File: config.mk
export PLATFORM = sky130hd
export DESIGN_NAME = conv_lut_writer
export DESIGN_NICKNAME = d
export VERILOG_FILES = /design/src/rtl/conv_lut_pkg.sv /design/src/rtl/conv_lut_regfile.sv /design/src/rtl/conv_lut_writer.sv
export SDC_FILE = /design/constraint.sdc
export NUM_CORES = 1
export LEC_CHECK = 0
export BUFFER_PORTS_ARGS = -buffer_cell sky130_fd_sc_hd__buf_4
export CAP_MARGIN = 0
export CORE_UTILIZATION = 59
export DETAILED_ROUTE_END_ITERATION = 8
export HOLD_SLACK_MARGIN = 0.12
export PLACE_DENSITY_LB_ADDON = 0.15
export RECOVER_POWER = 100
export SLEW_MARGIN = 10
export SYNTH_ARGS = -nofsm -noshare
export SYNTH_HDL_FRONTEND = slang
export SYNTH_SLANG_ARGS = --single-unit
File: constraint.sdc
create_clock -name clk -period 2.15 [get_ports clk]
set_clock_uncertainty 0.15 [all_clocks]
set_input_delay 0.3225 -clock clk [delete_from_list [all_inputs] [get_ports clk]]
set_output_delay 0.3225 -clock clk [all_outputs]
set_load 0.05 [all_outputs]
File: src/rtl/conv_lut_pkg.sv
// Shared definitions for the programmable conv partial-sum LUT: table geometry,
// loader FSM states and the lookup address packing order.
package conv_lut_pkg;

    localparam int LUT_ADDR_W = 4;
    localparam int LUT_DATA_W = 2;

    typedef enum logic [1:0] {
        IDLE  = 2'd0,
        LOAD  = 2'd1,
        READY = 2'd2
    } lut_state_e;

    // Same packing as the fixed conv LUT slices: bit_4 is the MSB.
    function automatic logic [LUT_ADDR_W-1:0] pack_addr(
        input logic b4,
        input logic b3,
        input logic b2,
        input logic b1
    );
        return {b4, b3, b2, b1};
    endfunction

endpackage

File: src/rtl/conv_lut_regfile.sv
// 2^ADDR_W x DATA_W flop array with one write port and one registered read port.
// A read with rclr_i set loads zero instead of the addressed entry.
module conv_lut_regfile #(
    parameter int ADDR_W = 4,
    parameter int DATA_W = 2
) (
    input  logic              clk,
    input  logic              rst_n,
    input  logic              we_i,
    input  logic [ADDR_W-1:0] waddr_i,
    input  logic [DATA_W-1:0] wdata_i,
    input  logic              re_i,
    input  logic              rclr_i,
    input  logic [ADDR_W-1:0] raddr_i,
    output logic [DATA_W-1:0] rdata_o
);

    localparam int DEPTH = 1 << ADDR_W;

    logic [DATA_W-1:0] mem_q [DEPTH];
    logic [DATA_W-1:0] rdata_q;

    always_ff @(posedge clk) begin
        if (!rst_n) begin
            for (int i = 0; i < DEPTH; i++) begin
                mem_q[i] <= '0;
            end
            rdata_q <= '0;
        end else begin
            if (we_i) begin
                mem_q[waddr_i] <= wdata_i;
            end
            if (re_i) begin
                rdata_q <= rclr_i ? '0 : mem_q[raddr_i];
            end
        end
    end

    assign rdata_o = rdata_q;

endmodule

File: src/rtl/conv_lut_writer.sv
// Run-time loadable 16x2 partial-sum LUT: serial valid/ready loader FSM plus a
// one-cycle registered lookup port using the conv slice bit_N/dout_bitN encoding.
module conv_lut_writer
    import conv_lut_pkg::*;
#(
    parameter int ADDR_W = LUT_ADDR_W,
    parameter int DATA_W = LUT_DATA_W
) (
    input  logic              clk,
    input  logic              rst_n,
    input  logic              cfg_start,
    input  logic              cfg_valid,
    output logic              cfg_ready,
    input  logic [DATA_W-1:0] cfg_data,
    output logic              cfg_done,
    output logic              table_valid,
    input  logic              lk_valid,
    input  logic              bit_1,
    input  logic              bit_2,
    input  logic              bit_3,
    input  logic              bit_4,
    output logic              dout_bit1,
    output logic              dout_bit2,
    output logic              dout_valid,
    output logic              lk_err
);

    // One spare MSB lets the pointer reach 16 after the final write without wrapping.
    localparam logic [ADDR_W:0] WP_LAST = {1'b0, {ADDR_W{1'b1}}};

    lut_state_e        state_q, state_d;
    logic [ADDR_W:0]   wp_q, wp_d;
    logic              tv_q, tv_d;
    logic              done_q, done_d;
    logic              dvld_q;
    logic              err_q, err_d;
    logic              we;
    logic [DATA_W-1:0] rdata;

    always_comb begin
        state_d = state_q;
        wp_d    = wp_q;
        tv_d    = tv_q;
        done_d  = 1'b0;
        we      = 1'b0;
        case (state_q)
            IDLE, READY: begin
                if (cfg_start) begin
                    state_d = LOAD;
                    wp_d    = '0;
                    tv_d    = 1'b0;
                end
            end
            LOAD: begin
                // A restart wins over a handshake in the same cycle.
                if (cfg_start) begin
                    wp_d = '0;
                end else if (cfg_valid) begin
                    we   = 1'b1;
                    wp_d = wp_q + (ADDR_W+1)'(1);
                    if (wp_q == WP_LAST) begin
                        state_d = READY;
                        done_d  = 1'b1;
                        tv_d    = 1'b1;
                    end
                end
            end
            default: state_d = IDLE;
        endcase
    end

    assign err_d = lk_valid ? ~tv_q : err_q;

    always_ff @(posedge clk) begin
        if (!rst_n) begin
            state_q <= IDLE;
            wp_q    <= '0;
            tv_q    <= 1'b0;
            done_q  <= 1'b0;
            dvld_q  <= 1'b0;
            err_q   <= 1'b0;
        end else begin
            state_q <= state_d;
            wp_q    <= wp_d;
            tv_q    <= tv_d;
            done_q  <= done_d;
            dvld_q  <= lk_valid;
            err_q   <= err_d;
        end
    end

    conv_lut_regfile #(
        .ADDR_W (ADDR_W),
        .DATA_W (DATA_W)
    ) u_regfile (
        .clk     (clk),
        .rst_n   (rst_n),
        .we_i    (we),
        .waddr_i (wp_q[ADDR_W-1:0]),
        .wdata_i (cfg_data),
        .re_i    (lk_valid),
        .rclr_i  (~tv_q),
        .raddr_i (pack_addr(bit_4, bit_3, bit_2, bit_1)),
        .rdata_o (rdata)
    );

    assign cfg_ready   = (state_q == LOAD);
    assign cfg_done    = done_q;
    assign table_valid = tv_q;
    assign dout_valid  = dvld_q;
    assign lk_err      = err_q;
    assign dout_bit1   = rdata[0];
    assign dout_bit2   = rdata[1];

endmodule

# [Word-level counts from Yosys, hierarchy flattened]
# Memory sizes are Yosys's and may differ from the RTL's.
# Index checks and enable logic that the tools add are counted.
[totals] ff_bits=13 ramBits=32 out_inout_bits=7 word_cells=55 mem_count=1
[memory_table] memory="u_regfile.mem_q" words=16 width=2 read_ports=1 rd_clocked_by_memory_dff=0 write_ports=16 line="conv_lut_regfile.sv:20" source="logic [DATA_W-1:0] mem_q [DEPTH];"
[op_classes] n_addsub=1 eq_ne=8 muxes=26 bitwise_logic=4 n_reduce_logical=8
[op_table] cell="$mux W5" n=3
[op_table] cell="$mux W1" n=13
[op_table] cell="$mux W2" n=6
[op_table] cell="$pmux W5 S2" n=1
[op_table] cell="$ne A2 B2 Y1 const B" n=3
[op_table] cell="$add A5 B1 Y5 const B" n=1
[op_table] cell="$eq A5 B4 Y1 const B" n=1
[op_table] cell="$reduce_and A5 Y1" n=1
[op_table] cell="$mux W4" n=1
[op_table] cell="$not A1 Y1" n=4
[op_table] cell="$pmux W2 S2" n=1
[op_table] cell="$reduce_and A4 Y1" n=1
[op_table] cell="$reduce_or A2 Y1" n=2
[op_table] cell="$reduce_or A4 Y1" n=1
[op_table] cell="$ne A3 B3 Y1 const B" n=1
[op_table] cell="$reduce_and A3 Y1" n=1
[op_table] cell="$eq A2 B1 Y1 const B" n=1
[op_table] cell="$eq A2 B2 Y1 const B" n=1
[op_table] cell="$logic_not A2 Y1" n=1
[op_table] cell="$ne A2 B1 Y1 const B" n=1
[op_table] cell="$pmux W1 S2" n=1
[op_table] cell="$reduce_bool A2 Y1" n=1

# [Longest topological paths before layout]
# Gate-level depths: netlist (run 1).
[depth] depth_word=8 depth_mapped=7

# [Hierarchy]
# Synthesis (run 1) repeated with hierarchy kept, for this count alone.
[unflattened] cells_unflattened=194 area_unflattened_um2=2185.8
[modules_own_cells] mod="conv_lut_regfile" instances=1 cells_each=135 area_per_inst_um2=1664.1
[modules_own_cells] mod="conv_lut_writer" instances=1 cells_each=59 area_per_inst_um2=521.8

# [Least setup slack after synthesis (run 1)]
# Ideal clock, no wire load.
[synth_path] path_kind="register -> register" start="register state_q[0]" end="memory u_regfile.mem_q[2][0], enable pin" arrival_time_ps=1687 t_required_ps=1662 path_slack_ps=-25 path_stages_with_launch=6 cell_sequence="dfxtp_1 -> and2b_1 -> and4b_1 -> buf_6 -> nand2_2 -> o31ai_1"
[synth_lines] element="from (decl)" line="conv_lut_writer.sv:31" source="lut_state_e state_q, state_d;"
[synth_lines] element="from (signal assigned)" line="conv_lut_writer.sv:83" source="state_q <= state_d;"
[synth_lines] element="to (decl)" line="conv_lut_regfile.sv:20"

==> reports/metrics.yaml, run 1 <==
status:
  status: "completed"
logic_synthesis:
  synth_top_area_share: 0.433
  syn_avg_cell_area_um2: 11.4
  ys_seq_area_frac: 0.550
  yosys-top-cells-count: "edfxtp_1, nor2_1, nand2_1"
  synth-edff-count: 32
  ys_types: 35
  synthFlopType: "edfxtp_1"
  syn_area_mm2: 0.00222
  postSynth.asyncResetShare: 0
  yosys-top-cells-area: "edfxtp_1, dfxtp_1, mux4_1, mux4_2, nor2_1"
  yosysMostFrequentCell: "edfxtp_1"
  synth_cells: 195
  synth.largest_area_cell: "edfxtp_1"
  ys.warnings.count: 0
  syn-num-nets: 212
  ys_ff_latch: 45
layout:
  area_growth_pct: 10.6
  antenna_cells: 0
  nNetsFinal: 232
  final_area_mm2: 0.00246
  drive_gt1_frac: 0.111
  final_util: 0.708
cts:
  clk_path_buf_depth: 2
  clk_pin_slew_worst_paths_ns: 0.08
  cts_inserted_buffers: 5
  postCtsSetupRepairBufs: 0
  h-tree-depth: 2
  cts_root_buffer: "clkbuf_8"
  cts_tree: "done"
  cts.sinks: 45
  clk_latency_ns: 0.29
die:
  dieArea_mm2: 0.00401
  core_area_mm2: 0.00347
  row_count: 21
  die_h_um: 63.4
  die_w_um: 63.4
  io_pins: 18
  start_util: 0.640
min_path:
  hold_path_class: "input port to flop"
grt:
  grt_pass1_vias: 1579
  grt_max_degree: 28
  grt_use_total: 0.247
  antenna_found_initial: 0
  grt_pass1_wl_um: 7400
  overflow: 0
worst_setup_path:
  crit_path_max_incr_delay_ns: 0.37
  worstPathArrival_ns: 1.79
  critPathMaxFanout: 9
  worst_ep_required_time_ns: 1.96
  start_kind: "flop"
  critPathKind: "flop to flop"
  slowest_stage: "dfxtp_1"
  cp-end-kind: "flop"
  worstPathCellList: "and2b_1 > and4b_2 > nand2_1 > o31ai_1"
place:
  port_buffers: 17
  dpl_worst_slack_ns: 0.111
  dp_hpwl_um: 3220
  post_dp_cell_area_mm2: 0.00240
  globalplace.congestion: 0.755
routing:
  avgRoutedWirePerCell_um: 16.3
  route.detailed.drc: 0
  drt-initial-drc-count: 103
  wl_um: 4280
  first_pass_iters: 4
  ant_nets: 0
  vias: 1576
  drt-vias-per-instance: 6.02
flow_run:
  max-cap-violations: 0
timing:
  setup_violations: 0
  slew_headroom: 0.598
  worstMarginPinSlew_ns: 0.605
  finalSetupTns_ns: 0
  hold_viol_final: 0
  worst_slack_ns: 0.174
  fmax_mhz: 506
  finalCritPeriodShare: 0.919
  maxSlewViolCount: 0
  rsz0062_at_grt: "no"
  layout_min_cycle_time_ns: 1.98
pwr:
  cellLeakagePower_nw: 0.929
  peakVddDrop_uv: 424
  power_density_mw_per_mm2: 643
layer usage:
| metal | track usage | wire [um] | up-vias |
|---|---|---|---|
| met3 | 0.0616 | 313 | 9 |
| met2 | 0.439 | 2280 | 62 |
| li1 | - | - | 761 |
| met4 | 0.0682 | 52 | 0 |
| met1 | 0.295 | 1630 | 744 |
| met5 | 0 | 0 | - |
power breakdown:
group          leakage, nW  internal, W  switching (W)
Clock               0.0399     0.000226       0.000258
Combinational        0.454    0.0000544      0.0000819
Sequential           0.436     0.000949     0.00000885
final cells by class:
cell class / count / area [um2]
well taps: 46 / 57.6
inverters: 6 / 22.5
clock buffers: 7 / 76.3
repair buffers: 27 / 166
flip-flops and latches: 45 / 1220
fillers: 269 / 1010
clock inverters: 1 / 3.75
multi-input cells: 130 / 908
cells in the final DEF (no fill, tap or decap), types with 2 or more instances in the layout:
cell | synthesis | routed
clkbuf_8 | 0 | 5
dfxtp_1 | 13 | 13
nor3b_1 | 3 | 3
inv_1 | 6 | 6
nor2_1 | 21 | 21
a32o_1 | 2 | 2
nor2b_1 | 7 | 7
o31ai_1 | 4 | 4
xnor2_1 | 2 | 2
and2_1 | 2 | 2
mux4_2 | 4 | 4
dlygate4sd3_1 | 0 | 2
nor3_1 | 8 | 8
nand2_1 | 20 | 21
nand3_1 | 13 | 13
and3_1 | 2 | 2
edfxtp_1 | 32 | 32
mux4_1 | 4 | 4
nor4_1 | 8 | 8
a22oi_1 | 3 | 3
clkbuf_1 | 12 | 13
o21ai_0 | 5 | 4
mux2i_1 | 2 | 2
a21oi_1 | 3 | 3
ha_1 | 6 | 6
buf_4 | 0 | 13
repair_timing:
action,4_1_cts,5_1_grt
hold buffers,2,0
endpoints found under the hold margin,2,0
gates resized for setup,0,2
endpoints found under the setup margin,0,10
kinds of logic after synthesis:
kind of cell | synth area share
XOR/XNOR | 0.00789
AO/OA/AOI/OAI | 0.0648
flip-flops | 0.550
adder cells (fa/ha/maj) | 0.0338
multiplexers | 0.0969
buffers and inverters | 0.0406
AND/OR/NAND/NOR | 0.206
per-stage QoR:
| stage | instances | hold slack [ns] | total power (W) |
|---|---|---|---|
| after floorplan | 195 | 0.294 | 0.00107 |
| after global placement | 252 | 0.311 | 0.00111 |
| after detailed placement | 252 | 0.319 | 0.00112 |
| after CTS | 262 | 0.177 | 0.00160 |
| after global routing | 262 | 0.214 | 0.00164 |
| final | 262 | 0.181 | 0.00158 |
final timing paths:
kind	end	from	depth (start not counted)	slack (ns)
worst min-delay path	state_q[0]$_SDFFE_PN0P_	cfg_start	3	0.18
worst max-delay path	u_regfile.mem_q[0][0]$_SDFFCE_PN0P_	state_q[1]$_SDFFE_PN0P_	4	0.17
worst min register to register	lk_err$_SDFFE_PN0P_	lk_err$_SDFFE_PN0P_	1	0.33
worst max register to register	u_regfile.mem_q[0][0]$_SDFFCE_PN0P_	state_q[1]$_SDFFE_PN0P_	4	0.17
flip-flops by register name, indices dropped and copies added, names as in the netlist:
register and flops:
u_regfile.rdata_o 2, wp_q 5, table_valid 1, u_regfile.mem_q 32
dout_valid 1, state_q 2, lk_err 1, cfg_done 1
critical path, delay by kind of cell (launching register included):
kind	cells	cell delay (ns)
simple gates	3	0.79
compound gates	1	0.34
flops	1	0.37
No activity file was read; power rests on OpenSTA's default activity.
==> run 2, diff against run 1 <==
BUFFER_PORTS_ARGS = not set   (was -buffer_cell sky130_fd_sc_hd__buf_4)
CORE_UTILIZATION = 60   (was 59)
DONT_BUFFER_PORTS = 1   (was not set)
==> reports/metrics.yaml, run 2 (same netlist as run 1, synthesis figures left out) <==
worst_setup_path:
  worst_ep_required_time_ns: 2.00
  start_kind: "flop"
  worstPathArrival_ns: 1.85
  critPathKind: "flop to flop"
  critical_path_buf_inv_count: 1
  critPathMaxFanout: 8
  cp-end-kind: "flop"
  r2r_setup_slack_ns: 0.15
  crit_family: "simple AND/OR/NAND/NOR gates"
  worstPathCellList: "and2b_2 > and4b_1 > clkbuf_1 > nand3_1 > nand2_1"
  slowest_stage: "dfxtp_1"
  crit_path_max_incr_delay_ns: 0.36
routing:
  drt-vias-per-instance: 6.21
  drt-initial-drc-count: 76
  avgRoutedWirePerCell_um: 18.1
  route.detailed.drc: 0
  ant_nets: 0
  wl_um: 4430
  first_pass_iters: 4
  vias: 1522
cts:
  clk_pin_slew_worst_paths_ns: 0.07
  cts_root_buffer: "clkbuf_8"
  cts_resized: 0
  cts.sinks: 45
  postCtsSetupRepairBufs: 0
  h-tree-depth: 2
  clk_latency_ns: 0.30
  cts_inserted_buffers: 5
  cts_tree: "done"
  clk_path_buf_depth: 2
timing:
  rsz0062_at_grt: "no"
  worstMarginPinSlew_ns: 0.836
  fmax_mhz: 501
  setup_violations: 0
  hold_viol_final: 0
  slew_headroom: 0.441
  finalSetupTns_ns: 0
  layout_min_cycle_time_ns: 2.00
  maxSlewViolCount: 0
  finalCritPeriodShare: 0.928
die:
  io_pins: 18
  dieArea_mm2: 0.00395
  row_count: 21
  core_area_mm2: 0.00344
  start_util: 0.645
  die_h_um: 62.8
  die_w_um: 62.8
layout:
  top_register: "u_regfile.mem_q"
  n_fill_cell: 246
  area_growth_pct: 7.10
  nNetsFinal: 215
  antenna_cells: 0
  final_common_cell: "edfxtp_1"
  drive_gt1_frac: 0.0804
  final_area_mm2: 0.00238
  multi_input_area_um2: 908
  seq_area_mm2: 0.00122
  largest_reg_flops: 32
  largest_registers: "u_regfile.mem_q: 32 flops, wp_q: 5 flops"
  layout_common_cells: "edfxtp_1, nand2_1, nor2_1"
flow_run:
  max-cap-violations: 0
pwr:
  swShare: 0.211
  power_frac_comb: 0.066
  clkPwrFrac: 0.327
  p_switching_w: 0.000336
  cellLeakagePower_nw: 0.888
  power_density_mw_per_mm2: 670
  cellInternalPower_w: 0.00126
  peakVddDrop_uv: 416
  seq_power_share: 0.607
grt:
  antenna_found_initial: 0
  grt_pass1_wl_um: 7360
  grt_pass1_vias: 1578
  grt_use_total: 0.252
  grt_max_degree: 23
  overflow: 0
place:
  post_dp_cell_area_mm2: 0.00226
  globalplace.congestion: 0.768
  port_buffers: 0
  dp_hpwl_um: 3110
min_path:
  hold_path_class: "input port to flop"
status:
  status: "completed"
[run 2: power groups by stage]
| stage | Combinational, W | Sequential (W) | Clock (W) |
|---|---|---|---|
| after floorplan | 0.0000874 | 0.000984 | 0 |
| after global placement | 0.0000887 | 0.000986 | 0 |
| after detailed placement | 0.0000931 | 0.000988 | 0 |
| after CTS | 0.000106 | 0.000968 | 0.000529 |
| after global routing | 0.000114 | 0.000970 | 0.000571 |
| final | 0.000105 | 0.000968 | 0.000521 |
[run 2: path summary, 6_finish.rpt]
| path | to | depth (start not counted) | startpoint |
|---|---|---|---|
| max | u_regfile.mem_q[8][1]$_SDFFCE_PN0P_ | 5 | state_q[1]$_SDFFE_PN0P_ |
| min | wp_q[4]$_SDFFE_PN0P_ | 3 | cfg_start |
| max reg2reg | u_regfile.mem_q[8][1]$_SDFFCE_PN0P_ | 5 | state_q[1]$_SDFFE_PN0P_ |
| min reg2reg | wp_q[4]$_SDFFE_PN0P_ | 2 | wp_q[4]$_SDFFE_PN0P_ |
[run 2: per-layer routing]
layer / vias to the layer above / GRT usage / part of all wire
met5: - / 0 / 0
met2: 63 / 0.442 / 0.51
met1: 729 / 0.294 / 0.41
met4: 0 / 0.0814 / 0.018
met3: 7 / 0.0748 / 0.063
li1: 723 / - / -
[run 2: final cells by class]
class / count / share of cell area
flip-flops and latches: 45 / 0.513
multi-input cells: 130 / 0.382
clock buffers: 8 / 0.0379
repair buffers: 10 / 0.0331
well taps: 46 / 0.0242
inverters: 6 / 0.00947
[run 2: worst register-to-register path, stage by stage (launching register included)]
cell	delay (ns)
dfxtp_1	0.36
and2b_2	0.23
and4b_1	0.31
clkbuf_1	0.30
nand3_1	0.19
nand2_1	0.15
[run 2: stage by stage]
step	worst slack, ns	cells	hold WS (ns)	power (W)	util
after floorplan	0.124	195	0.294	0.00107	-
after global placement	0.293	233	0.251	0.00107	0.656
after detailed placement	0.192	233	0.257	0.00108	0.656
after CTS	0.176	245	0.121	0.00160	0.694
after global routing	0.0216	245	0.137	0.00166	0.691
final	0.154	245	0.127	0.00159	0.691
[run 2: timing repair]
action | in CTS | in global routing
hold endpoints to repair | 36 | 0
hold buffers | 4 | 0
setup endpoints to repair | 0 | 0
